$ cat src/rtl/cpu_pkg.sv
`default_nettype none
// +----------------------------------------------------------------------------+
// | Module  : cpu_pkg                                                          |
// | Purpose : Shared types for the MEM stage and the MEM/WB register:          |
// |           MEM-stage state encoding, default widths and the writeback       |
// |           bundle record.                                                   |
// | Ports   : none (package)                                                   |
// | Revision: 1.0  initial release                                             |
// +----------------------------------------------------------------------------+
package cpu_pkg;

  localparam int DATA_W = 16;
  localparam int ADDR_W = 16;

  typedef enum logic {
    IDLE   = 1'b0,
    ACCESS = 1'b1
  } mem_state_t;

  // Writeback bundle shared with the MEM/WB register. The data field is sized
  // by the package width, so the MEM stage must be built with the same DATA_W.
  typedef struct packed {
    logic              wbs;
    logic              wce;
    logic              wme1;
    logic              wme2;
    logic [DATA_W-1:0] data;
  } wb_bundle_t;

endpackage : cpu_pkg
`default_nettype wire

$ cat src/rtl/mem_wait_timer.sv
`default_nettype none
// +----------------------------------------------------------------------------+
// | Module  : mem_wait_timer                                                   |
// | Purpose : Counts cycles spent waiting for a data-memory acknowledge and    |
// |           flags when the wait budget is exhausted.                         |
// | Ports   : clk, rst_n      clock / async active-low reset                   |
// |           clear_i         force count to 0 (wins over enable)              |
// |           enable_i        advance count by one this edge                   |
// |           expired_o       count has reached TIMEOUT-1                      |
// | Revision: 1.0  initial release                                             |
// +----------------------------------------------------------------------------+
module mem_wait_timer #(
  parameter int TIMEOUT = 15
) (
  input  logic clk,
  input  logic rst_n,
  input  logic clear_i,
  input  logic enable_i,
  output logic expired_o
);

  localparam int TW = (TIMEOUT < 2) ? 1 : $clog2(TIMEOUT);
  localparam logic [TW-1:0] LAST = TW'(TIMEOUT - 1);

  logic [TW-1:0] count_q;
  logic [TW-1:0] count_d;

  always_comb begin
    count_d = count_q;
    if (clear_i) begin
      count_d = '0;
    end else if (enable_i && (count_q != LAST)) begin
      // Saturate at the last value so the counter never wraps back to a
      // "fresh" count while still enabled.
      count_d = count_q + 1'b1;
    end
  end

  always_ff @(posedge clk or negedge rst_n) begin
    if (!rst_n) begin
      count_q <= '0;
    end else begin
      count_q <= count_d;
    end
  end

  assign expired_o = (count_q == LAST);

endmodule : mem_wait_timer
`default_nettype wire

$ cat src/rtl/memory_access_unit.sv
`default_nettype none
// +----------------------------------------------------------------------------+
// | Module  : memory_access_unit                                               |
// | Purpose : MEM stage. Consumes the EX/MEM register, runs the req/ack        |
// |           handshake to data RAM, stalls upstream while an access is        |
// |           pending and drives the registered MEM/WB bundle.                 |
// | Ports   : clk, rst_n                     clock / async active-low reset    |
// |           wbs/mm/wm/ni/wce/wme1/wme2_in  EX/MEM control                    |
// |           ALUresult_in, memData_in       ALU result/address, store data    |
// |           mem_req/we/addr/wdata          request to data RAM               |
// |           mem_ack, mem_rdata             completion from data RAM          |
// |           stall                          upstream hold (state==ACCESS)     |
// |           wb_valid, wbs/wce/wme1/wme2_out, wb_data, ALUresult_out  MEM/WB  |
// |           mem_err                        one-cycle timeout-abort pulse     |
// | Revision: 1.0  initial release                                             |
// +----------------------------------------------------------------------------+
module memory_access_unit
  import cpu_pkg::*;
#(
  parameter int DATA_W  = cpu_pkg::DATA_W,
  parameter int ADDR_W  = cpu_pkg::ADDR_W,
  parameter int TIMEOUT = 15
) (
  input  logic              clk,
  input  logic              rst_n,
  input  logic              wbs_in,
  input  logic              mm_in,
  input  logic              wm_in,
  input  logic              ni_in,
  input  logic              wce_in,
  input  logic              wme1_in,
  input  logic              wme2_in,
  input  logic [DATA_W-1:0] ALUresult_in,
  input  logic [DATA_W-1:0] memData_in,
  output logic              mem_req,
  output logic              mem_we,
  output logic [ADDR_W-1:0] mem_addr,
  output logic [DATA_W-1:0] mem_wdata,
  input  logic              mem_ack,
  input  logic [DATA_W-1:0] mem_rdata,
  output logic              stall,
  output logic              wb_valid,
  output logic              wbs_out,
  output logic              wce_out,
  output logic              wme1_out,
  output logic              wme2_out,
  output logic [DATA_W-1:0] wb_data,
  output logic [DATA_W-1:0] ALUresult_out,
  output logic              mem_err
);

  mem_state_t        state_q,    state_d;
  logic              mem_req_q,  mem_req_d;
  logic              mem_we_q,   mem_we_d;
  logic [ADDR_W-1:0] mem_addr_q, mem_addr_d;
  logic [DATA_W-1:0] wdata_q,    wdata_d;
  logic              wb_valid_q, wb_valid_d;
  logic              mem_err_q,  mem_err_d;
  wb_bundle_t        wb_q,       wb_d;
  logic [DATA_W-1:0] alu_out_q,  alu_out_d;

  // Captured op while the access is outstanding. hold_q.data keeps the ALU
  // result; hold_load_q is set only for a pure load (store wins over load).
  wb_bundle_t        hold_q,     hold_d;
  logic              hold_load_q, hold_load_d;

  logic              timer_clear;
  logic              timer_en;
  logic              timer_expired;

  mem_wait_timer #(
    .TIMEOUT (TIMEOUT)
  ) u_timer (
    .clk       (clk),
    .rst_n     (rst_n),
    .clear_i   (timer_clear),
    .enable_i  (timer_en),
    .expired_o (timer_expired)
  );

  always_comb begin
    state_d     = state_q;
    mem_req_d   = mem_req_q;
    mem_we_d    = mem_we_q;
    mem_addr_d  = mem_addr_q;
    wdata_d     = wdata_q;
    wb_valid_d  = 1'b0;
    mem_err_d   = 1'b0;
    wb_d        = wb_q;
    alu_out_d   = alu_out_q;
    hold_d      = hold_q;
    hold_load_d = hold_load_q;
    timer_clear = 1'b0;
    timer_en    = 1'b0;

    case (state_q)
      IDLE: begin
        if (ni_in) begin
          wb_d      = '0;
          alu_out_d = '0;
        end else if (mm_in || wm_in) begin
          hold_d.wbs  = wbs_in;
          hold_d.wce  = wce_in;
          hold_d.wme1 = wme1_in;
          hold_d.wme2 = wme2_in;
          hold_d.data = ALUresult_in;
          hold_load_d = mm_in && !wm_in;
          mem_req_d   = 1'b1;
          mem_we_d    = wm_in;
          mem_addr_d  = ALUresult_in[ADDR_W-1:0];
          wdata_d     = memData_in;
          timer_clear = 1'b1;
          state_d     = ACCESS;
        end else begin
          wb_valid_d  = 1'b1;
          wb_d.wbs    = wbs_in;
          wb_d.wce    = wce_in;
          wb_d.wme1   = wme1_in;
          wb_d.wme2   = wme2_in;
          wb_d.data   = ALUresult_in;
          alu_out_d   = ALUresult_in;
        end
      end

      ACCESS: begin
        timer_en = 1'b1;
        // Ack is checked first so a completion on the final wait cycle is
        // still honoured rather than aborted.
        if (mem_ack) begin
          mem_req_d  = 1'b0;
          wb_valid_d = 1'b1;
          wb_d       = hold_q;
          wb_d.data  = hold_load_q ? mem_rdata : hold_q.data;
          alu_out_d  = hold_q.data;
          state_d    = IDLE;
        end else if (timer_expired) begin
          mem_req_d  = 1'b0;
          mem_err_d  = 1'b1;
          wb_valid_d = 1'b1;
          wb_d.wbs   = hold_q.wbs;
          wb_d.wce   = 1'b0;
          wb_d.wme1  = 1'b0;
          wb_d.wme2  = 1'b0;
          wb_d.data  = '0;
          alu_out_d  = hold_q.data;
          state_d    = IDLE;
        end
      end

      default: begin
        state_d = IDLE;
      end
    endcase
  end

  always_ff @(posedge clk or negedge rst_n) begin
    if (!rst_n) begin
      state_q     <= IDLE;
      mem_req_q   <= 1'b0;
      mem_we_q    <= 1'b0;
      mem_addr_q  <= '0;
      wdata_q     <= '0;
      wb_valid_q  <= 1'b0;
      mem_err_q   <= 1'b0;
      wb_q        <= '0;
      alu_out_q   <= '0;
      hold_q      <= '0;
      hold_load_q <= 1'b0;
    end else begin
      state_q     <= state_d;
      mem_req_q   <= mem_req_d;
      mem_we_q    <= mem_we_d;
      mem_addr_q  <= mem_addr_d;
      wdata_q     <= wdata_d;
      wb_valid_q  <= wb_valid_d;
      mem_err_q   <= mem_err_d;
      wb_q        <= wb_d;
      alu_out_q   <= alu_out_d;
      hold_q      <= hold_d;
      hold_load_q <= hold_load_d;
    end
  end

  assign stall         = (state_q == ACCESS);
  assign mem_req       = mem_req_q;
  assign mem_we        = mem_we_q;
  assign mem_addr      = mem_addr_q;
  assign mem_wdata     = wdata_q;
  assign wb_valid      = wb_valid_q;
  assign mem_err       = mem_err_q;
  assign wbs_out       = wb_q.wbs;
  assign wce_out       = wb_q.wce;
  assign wme1_out      = wb_q.wme1;
  assign wme2_out      = wb_q.wme2;
  assign wb_data       = wb_q.data;
  assign ALUresult_out = alu_out_q;

endmodule : memory_access_unit
`default_nettype wire

$ cat config.mk
export PLATFORM = sky130hd
export DESIGN_NAME = memory_access_unit
export DESIGN_NICKNAME = d
export VERILOG_FILES = /design/src/rtl/cpu_pkg.sv /design/src/rtl/mem_wait_timer.sv /design/src/rtl/memory_access_unit.sv
export SDC_FILE = /design/constraint.sdc
export NUM_CORES = 1
export LEC_CHECK = 0
export CAP_MARGIN = 25
export CORE_ASPECT_RATIO = 1.2
export CORE_MARGIN = 2
export CORE_UTILIZATION = 37
export DETAILED_ROUTE_END_ITERATION = 10
export PLACE_DENSITY_LB_ADDON = 0.15
export SLEW_MARGIN = 20
export SYNTH_ARGS = -nofsm -noshare
export SYNTH_HDL_FRONTEND = slang
export SYNTH_SLANG_ARGS = --single-unit
$ cat constraint.sdc
create_clock -name clk -period 2.6 [get_ports clk]
set_clock_uncertainty 0.15 [all_clocks]
set_input_delay 0.52 -clock clk [delete_from_list [all_inputs] [get_ports clk]]
set_output_delay 0.52 -clock clk [all_outputs]
set_load 0.01 [all_outputs]
# ---- After elaboration in Yosys (flattened, before gate mapping)
# Index checks and enable logic that the tools add are counted.
# W data, S select, Z words.
dict set report word_totals {
  reg_bits 82
  input_bits 58
  output_inout_bits 73
}
dict set report op_classes {
  addsub 1
  eq_ne 6
  muxes 32
  n_bitwise 2
  reduce_logical 8
}
# cell n
set op_table {}
lappend op_table {{$mux W16} 5}
lappend op_table {{$mux W20} 4}
lappend op_table {{$pmux W20 S2} 1}
lappend op_table {{$pmux W16 S2} 1}
lappend op_table {{$mux W1} 16}
lappend op_table {{$mux W4} 2}
lappend op_table {{$pmux W1 S2} 3}
lappend op_table {{$reduce_and A3 Y1} 2}
lappend op_table {{$add A4 B1 Y4 const B} 1}
lappend op_table {{$eq A4 B4 Y1 const B} 1}
lappend op_table {{$ne A2 B2 Y1 const B} 2}
lappend op_table {{$ne A4 B4 Y1 const B} 1}
lappend op_table {{$ne A3 B2 Y1 const B} 1}
lappend op_table {{$ne A3 B3 Y1 const B} 1}
lappend op_table {{$logic_and A1 B1 Y1} 2}
lappend op_table {{$not A1 Y1} 2}
lappend op_table {{$reduce_and A2 Y1} 1}
lappend op_table {{$reduce_bool A2 Y1} 1}
lappend op_table {{$logic_not A1 Y1} 1}
lappend op_table {{$logic_or A1 B1 Y1} 1}

# ---- Logic depth before layout (Yosys ltp)
dict set report logic_depth {
  word_depth 5
  ltp_mapped 7
  ltp_nobuf 5
}

# ---- Hierarchy
# A second synthesis with hierarchy kept.
dict set report unflattened {
  hier_cells 273
  hier_area_um2 3900.0
}
# module instances cells_per_inst area_per_inst_um2
set modules_own_cells {}
lappend modules_own_cells {memory_access_unit 1 249 3678.5}
lappend modules_own_cells {mem_wait_timer 1 24 221.5}

# ---- Least setup slack after synthesis
# No wires, ideal clock.
dict set report synth_timing {
  path_kind {register to register}
  from {register state_q (netlist: stall)}
  to {register hold_q[13] (netlist bit)}
  setup_ns 0.125
  arrival_ns 1.581
  path_slack_ns 0.744
  stages_incl_launch_ff 7
  synth_period_minus_slack_ns 1.856
  cell_sequence {dfrtp_1 > buf_6 > or2_4 > nor2_1 > buf_4 > buf_4 > mux2_2}
}
dict set report synth_between {
  elab_chain_len 2
}
# element line_no
set synth_rtl {}
lappend synth_rtl {{start, declared} memory_access_unit.sv:52} ;# mem_state_t state_q, state_d;
lappend synth_rtl {{start signal, assigned} memory_access_unit.sv:170} ;# state_q <= state_d;
lappend synth_rtl {{$not A1 Y1 (no line)} --}
lappend synth_rtl {{$reduce_and A3 Y1 (no line)} --}
lappend synth_rtl {{end signal, assigned} memory_access_unit.sv:179} ;# hold_q <= hold_d;
lappend synth_rtl {{end, declared} memory_access_unit.sv:64} ;# wb_bundle_t hold_q, hold_d;
# Every way passes these cells.
# A chain may end at the register's enable or synchronous reset.

# ---- Worst setup path after layout
dict set report layout_timing {
  from {register state_q (netlist: stall)}
  to {output port stall}
}
# element line_no
set layout_lines {}
lappend layout_lines {{end, declared} memory_access_unit.sv:41} ;# output logic stall,
# No word-level cell between the ends.

==> results.md <==
* Synthesized Nets at 336
* CTS tree: done
* Register area share after synthesis at 52.65%
* Starting DRT DRC Count at 103
* Max stage delay on crit path at 0.63 ns
* Peak Freq at 450.0 MHz
* Die width at 97.69 um
* Final hold vios at 0
* Initial Util at 37.43%
* GR Util All Layers at 16.59%
* DR WL/cell at 17.34 um
* Register bit total from synthesis at 82
* Slew headroom at 63.64%
* HP Class: in2async
* Die Y at 116.4 um
* Clk Latency, worst-skew pair at 0.33 ns
* DP HPWL at 6254 um
* Mean Syn Cell Area at 14.12 um2
* Synth Warn # at 0
* Crit path DAT at 1.55 ns
* R2R Setup Slk at 0.60 ns
* Final Critical Period at 2.222 ns
* Vias in the first global route at 2787
* Pre-CTS WS at 0.2137 ns
* Worst setup margin at 0.3776 ns
* Vias per cell at 5.070
* Fin nets at 456
* Crit-path leading delay family: buffers and inverters
* Mapped Cells at 276
* Reg2reg end: ALUresult_out[8]$_DFFE_PN0P_
* Critical path, cell by cell: clkdlybuf4s50_1
* Hold buffers post-CTS at 0
* Crit Path Category: reg2out
* Fin. max-slew vios at 0
* Initial antenna violation count at 0
* R2R Path Start: u_timer.count_q[0]$_DFFE_PN0P_
* Status: completed
* CP Launch Type: flop
* PD cells at 840.2 nW/um2
* Register-to-Register Path Depth at 6
* Crit Path Max Fanout at 12
* VDD IR-drop max at 0.0003276 V
* Row Count at 41
* Worst slew pin tran at 0.5454 ns
* Setup_tns at 0 ns
* Port buffer count at 130
* Clk sink count at 82
* Total wire length at 9175 um
* Largest net degree at the start of global routing at 43
* I/O Pins at 131
* Final Power at 4.669 mW
* First-pass GRT wire length at 14750 um
* Gr ovfl total at 0
* Resized cells post-CTS at 0
* Tcrit/Tclk final at 85.48%
* CTS Buf Count at 9
* Unique masters post-synth at 26
* Most frequent cells in the layout: 129 x clkdlybuf4s50_1, 82 x dfrtp_1, 40 x mux2_2
* Mapped Area at 3897 um2
* DR pass1 iterations at 4
* Max cap viols at 0
* Required @ worst endpoint at 1.93 ns
* Number of diodes at 0
* H-tree Lvls at 3
* Setup repair bufs after CTS at 0
* Crit. End Element: primary output
* Share of cells above drive strength 1 at 25.00%
* Clk root buf: clkbuf_16
* Clk slew on worst S/H paths at 0.06 ns
* Core area at 10410 um2
* Setup violators final at 0
* Via count at 2682
* Most common cell after layout, fill and taps aside: clkdlybuf4s50_1
* Synth-to-Final Area Change at 42.60%
* DRC violation count after routing at 0
* Slowest CP cell: clkdlybuf4s50_1
* CTS Buffer Depth at 2
* Buf+Inv Stages, Crit Path at 1
* RSZ-0062 raised after global routing: false
* Antenna viol nets, final at 0
* Die ar. at 11370 um2
* Routability-driven placement congestion ratio at 0.7118
* Pleak at 2.419 nW
[layout make-up]
cell class / count / area [um2]
Sequential cell: 82 / 2052
Timing Repair Buffer: 143 / 1434
Fill cell: 905 / 4856
Multi-Input combinational cell: 157 / 1613
Inverter: 3 / 11.26
Clock inverter: 4 / 53.80
Tap cell: 129 / 161.4
Clock buffer: 11 / 232.7
[cells in the mapped netlist]
| cell type | n | area share [%] |
|---|---|---|
| clkbuf_1 | 7 | 0.67 |
| a21oi_1 | 4 | 0.51 |
| a32o_1 | 3 | 0.77 |
| nand2b_1 | 1 | 0.16 |
| mux2_4 | 29 | 11 |
| dfrtp_1 | 82 | 53 |
| o21a_1 | 1 | 0.19 |
| o21ai_0 | 5 | 0.64 |
| mux2_2 | 40 | 12 |
| mux2i_1 | 18 | 4.6 |
| buf_2 | 4 | 0.51 |
| or2_4 | 1 | 0.22 |
| nor2_1 | 4 | 0.39 |
| ha_1 | 2 | 0.64 |
| and3_1 | 1 | 0.16 |
| inv_1 | 3 | 0.29 |
| or3_1 | 1 | 0.16 |
| a22o_1 | 18 | 4.0 |
| o22a_1 | 1 | 0.22 |
| nand3_1 | 4 | 0.51 |
| mux2_1 | 3 | 0.87 |
| nor3_1 | 1 | 0.13 |
| nand2_1 | 4 | 0.39 |
| buf_6 | 5 | 1.4 |
| o2bb2ai_1 | 16 | 3.6 |
| buf_4 | 18 | 3.5 |
[logic make-up after synthesis]
logic type,synth area share [%]
compound gates,9.984
mux,28.22
buf+inv,6.388
flops,52.65
fa+ha+maj,0.6420
simple gates,2.119
[stage by stage]
stage | util [%] | instance area (um2) | cells | hold slack (ns)
3_5_place_dp | 50.62 | 5271 | 514 | 0.3300
2_1_floorplan | - | 3897 | 276 | 0.07441
5_1_grt | 53.37 | 5558 | 529 | 0.1326
6_report | 53.37 | 5558 | 529 | 0.09319
3_3_place_gp | 50.62 | 5271 | 514 | 0.3237
4_1_cts | 53.37 | 5558 | 529 | 0.1160
[power by group]
group,internal (mW),switching (mW),total [mW]
registers,1.59,0.229,1.82
logic,1.02,0.594,1.61
clock network,0.740,0.492,1.23
total,3.35,1.32,4.67
[layer usage]
| layer | GRT usage, % | share of wire (%) | up-vias |
|---|---|---|---|
| met4 | 5.278 | 1.1 | 0 |
| met5 | 0 | 0 | - |
| met1 | 21.51 | 44 | 1353 |
| met2 | 27.31 | 49 | 78 |
| li1 | - | - | 1242 |
| met3 | 4.608 | 5.1 | 9 |
[state kept, by name, indices dropped and copies added, names as in the netlist]
register,cells
hold_q,20
ALUresult_out,16
mem_wdata,16
wb_data,16
u_timer.count_q,4
hold_load_q,1
mem_err,1
mem_req,1
mem_we,1
stall,1
wb_valid,1
wbs_out,1
wce_out,1
wme1_out,1
wme2_out,1
[worst max-delay path by stage]
stage               cells after the start             from  slack (ns)                            end
finish                                  1  stall$_DFF_PN0_        0.38                          stall
global route                            1  stall$_DFF_PN0_        0.30                          stall
CTS                                     1  stall$_DFF_PN0_        0.35                          stall
detailed placement                      5            ni_in        0.21  ALUresult_out[12]$_DFFE_PN0P_
global placement                        5            ni_in        0.24  ALUresult_out[11]$_DFFE_PN0P_
floorplan                               6  stall$_DFF_PN0_        0.74         hold_q[13]$_DFFE_PN0P_
No activity file was read; power rests on OpenSTA's default activity.
